--- config.mk ---
export PLATFORM = sky130hd
export DESIGN_NAME = reg_write_arbiter
export DESIGN_NICKNAME = d
export VERILOG_FILES = /design/src/rtl/reg_arb_pkg.sv /design/src/rtl/rr_arbiter.sv /design/src/rtl/reg_write_arbiter.sv
export SDC_FILE = /design/constraint.sdc
export NUM_CORES = 1
export LEC_CHECK = 0
export CAP_MARGIN = 15
export CORE_AREA = 8 8 86 88
export CTS_CLUSTER_DIAMETER = 150
export DETAILED_ROUTE_END_ITERATION = 10
export DIE_AREA = 0 0 94 96
export GPL_TIMING_DRIVEN = 1
export PLACE_DENSITY = 0.68
export SYNTH_ARGS = -nofsm -noshare
export SYNTH_HDL_FRONTEND = slang
export SYNTH_SLANG_ARGS = --single-unit
--- constraint.sdc ---
create_clock -name clk -period 13.1 [get_ports clk]
set_input_delay 2.62 -clock clk [delete_from_list [all_inputs] [get_ports clk]]
set_output_delay 2.62 -clock clk [all_outputs]
set_load 0.01 [all_outputs]
--- src/rtl/reg_arb_pkg.sv ---
// Shared constants for the register-bank write arbiter.
// Defaults, address-width helper and requester index names.
package reg_arb_pkg;

  localparam int DEF_WIDTH      = 16;
  localparam int DEF_NREQ       = 3;
  localparam int DEF_NREGS      = 8;
  localparam int DEF_PROTECT_R0 = 1;

  localparam int REQ_ALU = 0;
  localparam int REQ_MEM = 1;
  localparam int REQ_IMM = 2;

  // Index width for n items, never below 1 bit.
  function automatic int addr_w(input int n);
    return (n > 1) ? $clog2(n) : 1;
  endfunction

endpackage

--- src/rtl/rr_arbiter.sv ---
// Rotating-priority picker: first set request at or above i_ptr, wrapping.
// Ports: i_req, i_ptr in; o_gnt (one-hot), o_idx (encoded) out.
module rr_arbiter #(
  parameter  int N  = 3,
  localparam int PW = (N > 1) ? $clog2(N) : 1
) (
  input  logic [N-1:0]  i_req,
  input  logic [PW-1:0] i_ptr,
  output logic [N-1:0]  o_gnt,
  output logic [PW-1:0] o_idx
);

  int w_dist;
  int w_best;

  // Distance from the pointer decides priority;
  // the requester closest above it wins.
  always_comb begin
    w_dist = 0;
    w_best = N;
    o_idx  = '0;
    for (int i = 0; i < N; i++) begin
      if (i >= int'(i_ptr))
        w_dist = i - int'(i_ptr);
      else
        w_dist = i + N - int'(i_ptr);
      if (i_req[i] && (w_dist < w_best)) begin
        w_best = w_dist;
        o_idx  = PW'(i);
      end
    end
  end

  always_comb begin
    o_gnt = '0;
    for (int i = 0; i < N; i++)
      o_gnt[i] = (w_best < N) && (o_idx == PW'(i));
  end

endmodule

--- src/rtl/reg_write_arbiter.sv ---
// Round-robin arbiter for the single register-bank write port.
// Ports: clk, rst_n, stall, req/req_addr/req_data in; gnt, busy (comb),
// reg_en, reg_set, wr_data (registered, one cycle after the grant) out.
module reg_write_arbiter
  import reg_arb_pkg::*;
#(
  parameter  int WIDTH      = DEF_WIDTH,
  parameter  int NREQ       = DEF_NREQ,
  parameter  int NREGS      = DEF_NREGS,
  parameter  int PROTECT_R0 = DEF_PROTECT_R0,
  localparam int AW         = addr_w(NREGS),
  localparam int PW         = addr_w(NREQ)
) (
  input  logic                  clk,
  input  logic                  rst_n,
  input  logic                  stall,
  input  logic [NREQ-1:0]       req,
  input  logic [NREQ*AW-1:0]    req_addr,
  input  logic [NREQ*WIDTH-1:0] req_data,
  output logic [NREQ-1:0]       gnt,
  output logic [NREGS-1:0]      reg_en,
  output logic                  reg_set,
  output logic [WIDTH-1:0]      wr_data,
  output logic                  busy
);

  logic [PW-1:0]    r_ptr;
  logic [NREGS-1:0] r_en;
  logic             r_set;
  logic [WIDTH-1:0] r_data;

  logic [NREQ-1:0]  w_gnt_raw;
  logic [NREQ-1:0]  w_gnt;
  logic [PW-1:0]    w_idx;
  logic [PW-1:0]    w_ptr_nxt;
  logic             w_any;
  logic [AW-1:0]    w_sel_addr;
  logic [WIDTH-1:0] w_sel_data;
  logic             w_addr_ok;
  logic [NREGS-1:0] w_dec;

  rr_arbiter #(
    .N(NREQ)
  ) u_rr (
    .i_req(req),
    .i_ptr(r_ptr),
    .o_gnt(w_gnt_raw),
    .o_idx(w_idx)
  );

  // Grant is suppressed during reset as well as stall.
  assign w_gnt = (rst_n && !stall) ? w_gnt_raw : '0;
  assign w_any = |w_gnt;

  assign w_ptr_nxt = (w_idx == PW'(NREQ - 1))
                   ? '0
                   : w_idx + PW'(1);

  always_comb begin
    w_sel_addr = '0;
    w_sel_data = '0;
    for (int i = 0; i < NREQ; i++) begin
      if (w_gnt[i]) begin
        w_sel_addr = req_addr[i*AW +: AW];
        w_sel_data = req_data[i*WIDTH +: WIDTH];
      end
    end
  end

  // Out-of-range and protected-R0 writes are granted but never strobed.
  assign w_addr_ok =
    ({1'b0, w_sel_addr} < (AW+1)'(NREGS)) &&
    !((PROTECT_R0 != 0) && (w_sel_addr == '0));

  always_comb begin
    w_dec = '0;
    for (int r = 0; r < NREGS; r++)
      w_dec[r] = w_addr_ok && (w_sel_addr == AW'(r));
  end

  always_ff @(posedge clk or negedge rst_n) begin
    if (!rst_n) begin
      r_ptr  <= '0;
      r_en   <= '0;
      r_set  <= 1'b0;
      r_data <= '0;
    end else if (w_any) begin
      r_ptr  <= w_ptr_nxt;
      r_en   <= w_dec;
      r_set  <= w_addr_ok;
      r_data <= w_sel_data;
    end else begin
      r_en  <= '0;
      r_set <= 1'b0;
    end
  end

  assign gnt     = w_gnt;
  assign reg_en  = r_en;
  assign reg_set = r_set;
  assign wr_data = r_data;
  assign busy    = |(req & ~w_gnt);

endmodule

# ---- Yosys cells after proc, flatten, opt, wreduce, memory -nomap -nowiden
# Cells that the tools add are included.
dict set report classes {
  bitwise 2
  n_addsub 7
  n_reduce_logical 20
  eq_ne 9
  n_mux 18
  order_cmp 7
}
# op n
set ops {}
lappend ops {{2-to-1 mux 32 bit} 6}
lappend ops {{< comparator 32 x 3 -> 1 bit (second input constant)} 2}
lappend ops {{< comparator 32 bit} 2}
lappend ops {{2-to-1 mux 16 bit} 3}
lappend ops {{logical AND 1 bit} 14}
lappend ops {{equality test 3 bit (second input constant)} 4}
lappend ops {{2-to-1 mux 3 bit} 4}
lappend ops {{2-to-1 mux 8 bit} 1}
lappend ops {{subtractor 3 x 2 -> 4 bit (first input constant)} 2}
lappend ops {{equality test 3 x 2 -> 1 bit (second input constant)} 2}
lappend ops {{OR reduction 3 bit} 2}
lappend ops {{subtractor 1 x 2 -> 3 bit (first input constant)} 2}
lappend ops {{subtractor 2 x 2 -> 3 bit (first input constant)} 2}
lappend ops {{greater-or-equal comparator 1 x 2 -> 1 bit (first input constant)} 2}
lappend ops {{2-to-1 mux 2 bit} 2}
lappend ops {{AND 3 bit} 1}
lappend ops {{equality test 3 x 1 -> 1 bit (second input constant)} 1}
lappend ops {{logical NOT 3 bit} 1}
lappend ops {{inverter 3 bit} 1}
lappend ops {{adder 2 x 1 -> 2 bit (second input constant)} 1}
lappend ops {{equality test 2 x 1 -> 1 bit (second input constant)} 1}
lappend ops {{equality test 2 bit (second input constant)} 1}
lappend ops {{greater-or-equal comparator 2 bit (first input constant)} 1}
lappend ops {{logical NOT 1 bit} 2}
lappend ops {{2 further kinds} 3}
dict set report totals {
  register_bits 27
  wordCells 67
  out_inout_bits 29
  in_bits 63
}

# ---- Depth between registers and ports, before layout
dict set report logic_depth {
  word_depth 21
  ltp_mapped 19
  ltp_nobuf 15
}

# ---- Cells and area by module
# From an unflattened synthesis, not the netlist that was laid out.
dict set report unflattened {
  hier_cells 180
  area_unflattened_um2 1625.3
}
# mod area_per_inst_um2 cells_each n_inst seq_area_each_um2
set by_module_without_submodules {}
lappend by_module_without_submodules {reg_write_arbiter 1296.2 137 1 650.6}
lappend by_module_without_submodules {rr_arbiter 329.1 43 1 0.0}

# ---- Worst setup path after synthesis
# OpenSTA, ideal clock, no wires.
dict set report synth_path {
  path_type {input port to output port}
  from {in req[0]}
  to {out busy}
  stages 15
  t_arrival_ns 5.650
  required_time_ns 10.480
  slack_ns 4.830
  path_buffers 3
  path_cell_list {nor2b_1 > ha_1 > a21boi_0 > o21ai_0 > clkbuf_1 > nor2_1 > a21oi_1 > ha_1 > a211oi_1 > mux2_2 > o311a_1 > buf_6 > clkbuf_1 > nor3_1 > o32ai_1}
}
dict set report synth_via {
  elab_chain_len 14
  elab_cells_between_ends 21
}
# element line
set synth_rtl {}
lappend synth_rtl {{start: declaration} reg_write_arbiter.sv:17} ;# input logic [NREQ-1:0] req,
lappend synth_rtl {{logical AND 1 bit} rr_arbiter.sv:27} ;# if (i_req[i] && (w_dist < w_best)) begin
lappend synth_rtl {{2-to-1 mux 32 bit} rr_arbiter.sv:27}
lappend synth_rtl {{< comparator 32 bit} rr_arbiter.sv:27}
lappend synth_rtl {{logical AND 1 bit} rr_arbiter.sv:27}
lappend synth_rtl {{2-to-1 mux 32 bit} rr_arbiter.sv:27}
lappend synth_rtl {{< comparator 32 bit} rr_arbiter.sv:27}
lappend synth_rtl {{logical AND 1 bit} rr_arbiter.sv:27}
lappend synth_rtl {{2-to-1 mux 32 bit / 2-to-1 mux 2 bit (equally long branches)} rr_arbiter.sv:27}
lappend synth_rtl {{< comparator 32 x 3 -> 1 bit (tied with other cells)} rr_arbiter.sv:37} ;# o_gnt[i] = (w_best < N) && (o_idx == PW'(i));
lappend synth_rtl {{logical AND 1 bit} rr_arbiter.sv:37}
lappend synth_rtl {{2-to-1 mux 3 bit} reg_write_arbiter.sv:52} ;# assign w_gnt = (rst_n && !stall) ? w_gnt_raw : '0;
lappend synth_rtl {{inverter 3 bit} reg_write_arbiter.sv:102} ;# assign busy = |(req & ~w_gnt);
lappend synth_rtl {{AND 3 bit (*)} reg_write_arbiter.sv:102}
lappend synth_rtl {{OR reduction 3 bit (*)} reg_write_arbiter.sv:102}
lappend synth_rtl {{end: declaration} reg_write_arbiter.sv:24} ;# output logic busy
# Mark *: on every way between the ends. The rest lies on a longest branch, timed or not.

# ---- Worst setup path after layout
# Same ends and word-level chain as after synthesis.

==> impl_metrics.env <==
export IMPL_whs_path_depth=1
export IMPL_vias_per_cell=5.04
export IMPL_required_ns=10.48
export IMPL_status="complete, no violations"
export IMPL_clkPwrFrac_pct=14.6
export IMPL_cts_buffers_inserted=3
export IMPL_netSwitchingPower_mw=0.165
export IMPL_avgSynthCellArea_um2=10.4
export IMPL_ir_drop_uv=70.6
export IMPL_vias=1669
export IMPL_drv_cap=0
export IMPL_ctsRootBufferMaster="clkbuf_8"
export IMPL_criticalPathCategory="primary input to output pin"
export IMPL_finalHoldViolations=0
export IMPL_grt_pass1_wl_um=8860
export IMPL_clock_path_buffers=2
export IMPL_crit_cells=15
export IMPL_power_density_nw_per_um2=165
export IMPL_crit_buf_inv=3
export IMPL_cts_num_sinks=26
export IMPL_fin_crit_sh_pct=76.3
export IMPL_cts_repair_resized=0
export IMPL_routed_wl_um=5550
export IMPL_area_growth_pct=56.7
export IMPL_drtIter0Drc=72
export IMPL_htree_levels=1
export IMPL_antenna_found_initial=0
export IMPL_hold_class="flop to flop"
export IMPL_ctsHoldBuffers=0
export IMPL_port_buffers=90
export IMPL_reg2reg_depth=15
export IMPL_cts_tree="built"
export IMPL_io_pins=92
export IMPL_antennaDiodeCount=0
export IMPL_fp_dieW_um=94
export IMPL_sw_frac_of_total_pct=36.1
export IMPL_cp_max_fo=25
export IMPL_grt_pass1_vias=1769
export IMPL_slew_headroom_pct=31.7
export IMPL_rows=29
export IMPL_worstPathArrival_ns=7.37
export IMPL_syn_area_um2=1760
export IMPL_nets=327
export IMPL_start_util_pct=28.9
export IMPL_yosysUniqueCellTypes=38
export IMPL_track_usage_pct=12.2
export IMPL_fill_cells=596
export IMPL_fmax_mhz=100
export IMPL_die_area_um2=9020
export IMPL_yosys_warnings=0
export IMPL_slowest_delay_ns=0.85
export IMPL_path_cells="clkdlybuf4s50_1 > nor2b_1 > ha_1 > a21boi_0 > o21ai_2 > buf_4 > nor2_1 > a21oi_1 > ha_1 > a211oi_1 > mux2_2 > o311a_1 > and2_4 > o32ai_1 > clkdlybuf4s50_1"
export IMPL_gr_total_overflow=0
export IMPL_p_int_mw=0.292
export IMPL_cts_reportedPaths_clkPinSlew_ns=0.09
export IMPL_grt_max_degree=28
export IMPL_p_comb_share_pct=57.2
export IMPL_clock_latency_ns=0.27
export IMPL_ys_seq_area_share_pct=36.9
export IMPL_rsz0062_at_grt="no"
export IMPL_worst_pin_slew_ns=1.02
export IMPL_cp_start_kind="primary input"
export IMPL_clock_skew_ns=0.00266
export IMPL_ys_ff_latch=26
export IMPL_seqPwrFrac_pct=28.2
export IMPL_slew_violations=0
export IMPL_wl_per_cell_um=16.8
export IMPL_post_dp_cell_area_um2=2690
export IMPL_fin_crit_ns=9.99
export IMPL_postCtsSetupBuffers=0
export IMPL_fin_setup_tns_ns=0
export IMPL_setup_violations=0
export IMPL_dp_hpwl_um=4390
export IMPL_finish_instance_area_um2=2760
export IMPL_crit_family="compound AO/OA/AOI/OAI gates"
export IMPL_fp_dieH_um=96
export IMPL_firstDrtPassIters=4
export IMPL_coreArea_um2=6100
export IMPL_end_kind="output pin"
export IMPL_drive_gt1_share_pct=5.91
export IMPL_ant_nets=0
export IMPL_place_congestion=0.861
export IMPL_leakage_nw=1.15
export IMPL_syn_instance_count=170
export IMPL_slowest_stage="o311a_1"
export IMPL_drc=0
[cells by family after synthesis]
| kind of cell | share of synthesized area (%) |
|---|---|
| flip-flops | 36.9 |
| AO/OA/AOI/OAI | 18.4 |
| adder cells (fa/ha/maj) | 6.39 |
| AND/OR/NAND/NOR | 16.8 |
| other | 0.213 |
| buffers and inverters | 6.68 |
| multiplexers | 14.6 |
[power groups by stage]
stage | Clock, mW | Combinational [mW] | Sequential (mW)
6_report | 0.0666 | 0.261 | 0.129
4_1_cts | 0.0682 | 0.263 | 0.129
2_1_floorplan | 0 | 0.146 | 0.140
3_5_place_dp | 0 | 0.262 | 0.130
5_1_grt | 0.0709 | 0.287 | 0.132
3_3_place_gp | 0 | 0.259 | 0.130
[sequential cells by signal (all words and copies together) (netlist names)]
name     cells
reg_en       7
reg_set      1
wr_data     16
r_ptr        2
[metal layers]
metal / GRT usage (%) / vias to the layer above / part of all wire (%)
met5: 0 / - / 0
met4: 1.45 / 0 / 0.69
met3: 5.23 / 4 / 9.6
met2: 19.8 / 67 / 46
met1: 15.1 / 784 / 44
li1: - / 814 / -
[metrics by stage]
step | setup slack (ns) | hold WS (ns) | cells | power, mW | util [%]
floorplan | 4.83 | 0.532 | 171 | 0.286 | -
global placement | 3.23 | 0.496 | 327 | 0.389 | 44.1
detailed placement | 3.15 | 0.497 | 327 | 0.392 | 44.1
CTS | 3.12 | 0.523 | 331 | 0.460 | 45.3
global route | 2.76 | 0.543 | 331 | 0.490 | 45.3
finish | 3.11 | 0.523 | 331 | 0.457 | 45.3
[worst paths after layout]
kind / start / endpoint / slack, ns
worst max-delay path: req[0] / busy / 3.11
worst min-delay path: wr_data[9] / wr_data[9] / 0.52
worst max register to register: r_ptr[1] / wr_data[14] / 8.20
worst min register to register: wr_data[9] / wr_data[9] / 0.52
max in group asynchronous: rst_n / r_ptr[1] / 10.13
min in group asynchronous: rst_n / reg_set / 2.71
[cell usage after synthesis (all sizes together)]
cell type  count  area share (%)
a21o           2            0.85
and3           1            0.64
dfrtp         26              37
nor2           3            0.64
o32ai          1            0.50
nor3          20             5.7
a311oi         2            0.99
nand2b         3             1.1
nor2b          3             1.1
a22oi          1            0.43
a21boi         2            0.85
mux2           4             2.6
mux2i         20              12
clkbuf         5             1.1
a22o           2            0.99
nand2          6             1.3
o21ai          3            0.85
ha             9             6.4
inv            7             1.5
buf            8             4.1
conb           1            0.21
nand3          5             1.4
o31a           1            0.50
and3b          5             2.5
a221o         16             9.1
and2           2            0.85
o311a          1            0.57
a211oi         2            0.85
a21oi          4             1.3
a311o          1            0.57
nor3b          3             1.3
nor4           1            0.36
[layout make-up]
cell class,instances,area (um^2),share of cell area [%]
Tap cell,77,96.3,3.49
Timing Repair Buffer,92,916,33.2
Multi-Input combinational cell,125,1000,36.2
Clock inverter,1,30.0,1.09
Clock buffer,3,41.3,1.50
Sequential cell,26,651,23.6
Inverter,7,26.3,0.952
[layout by cell type, fill, tap and decap left out, types with 2 or more instances in the layout]
cell type,instances
a21o_1,2
a311oi_1,2
mux2i_1,19
conb_1,2
a211oi_1,2
nand2b_1,3
a221o_1,16
clkbuf_8,3
and3b_1,5
nor2_1,3
inv_1,7
nor3b_1,3
nor2b_1,3
a21boi_0,2
nor3_1,20
nand3_1,5
mux2_2,4
nand2_1,6
o21ai_0,2
a21oi_1,3
a22o_1,2
dfrtp_1,26
buf_4,2
clkdlybuf4s50_1,90
ha_1,9
No activity file was read; power rests on OpenSTA's default activity.
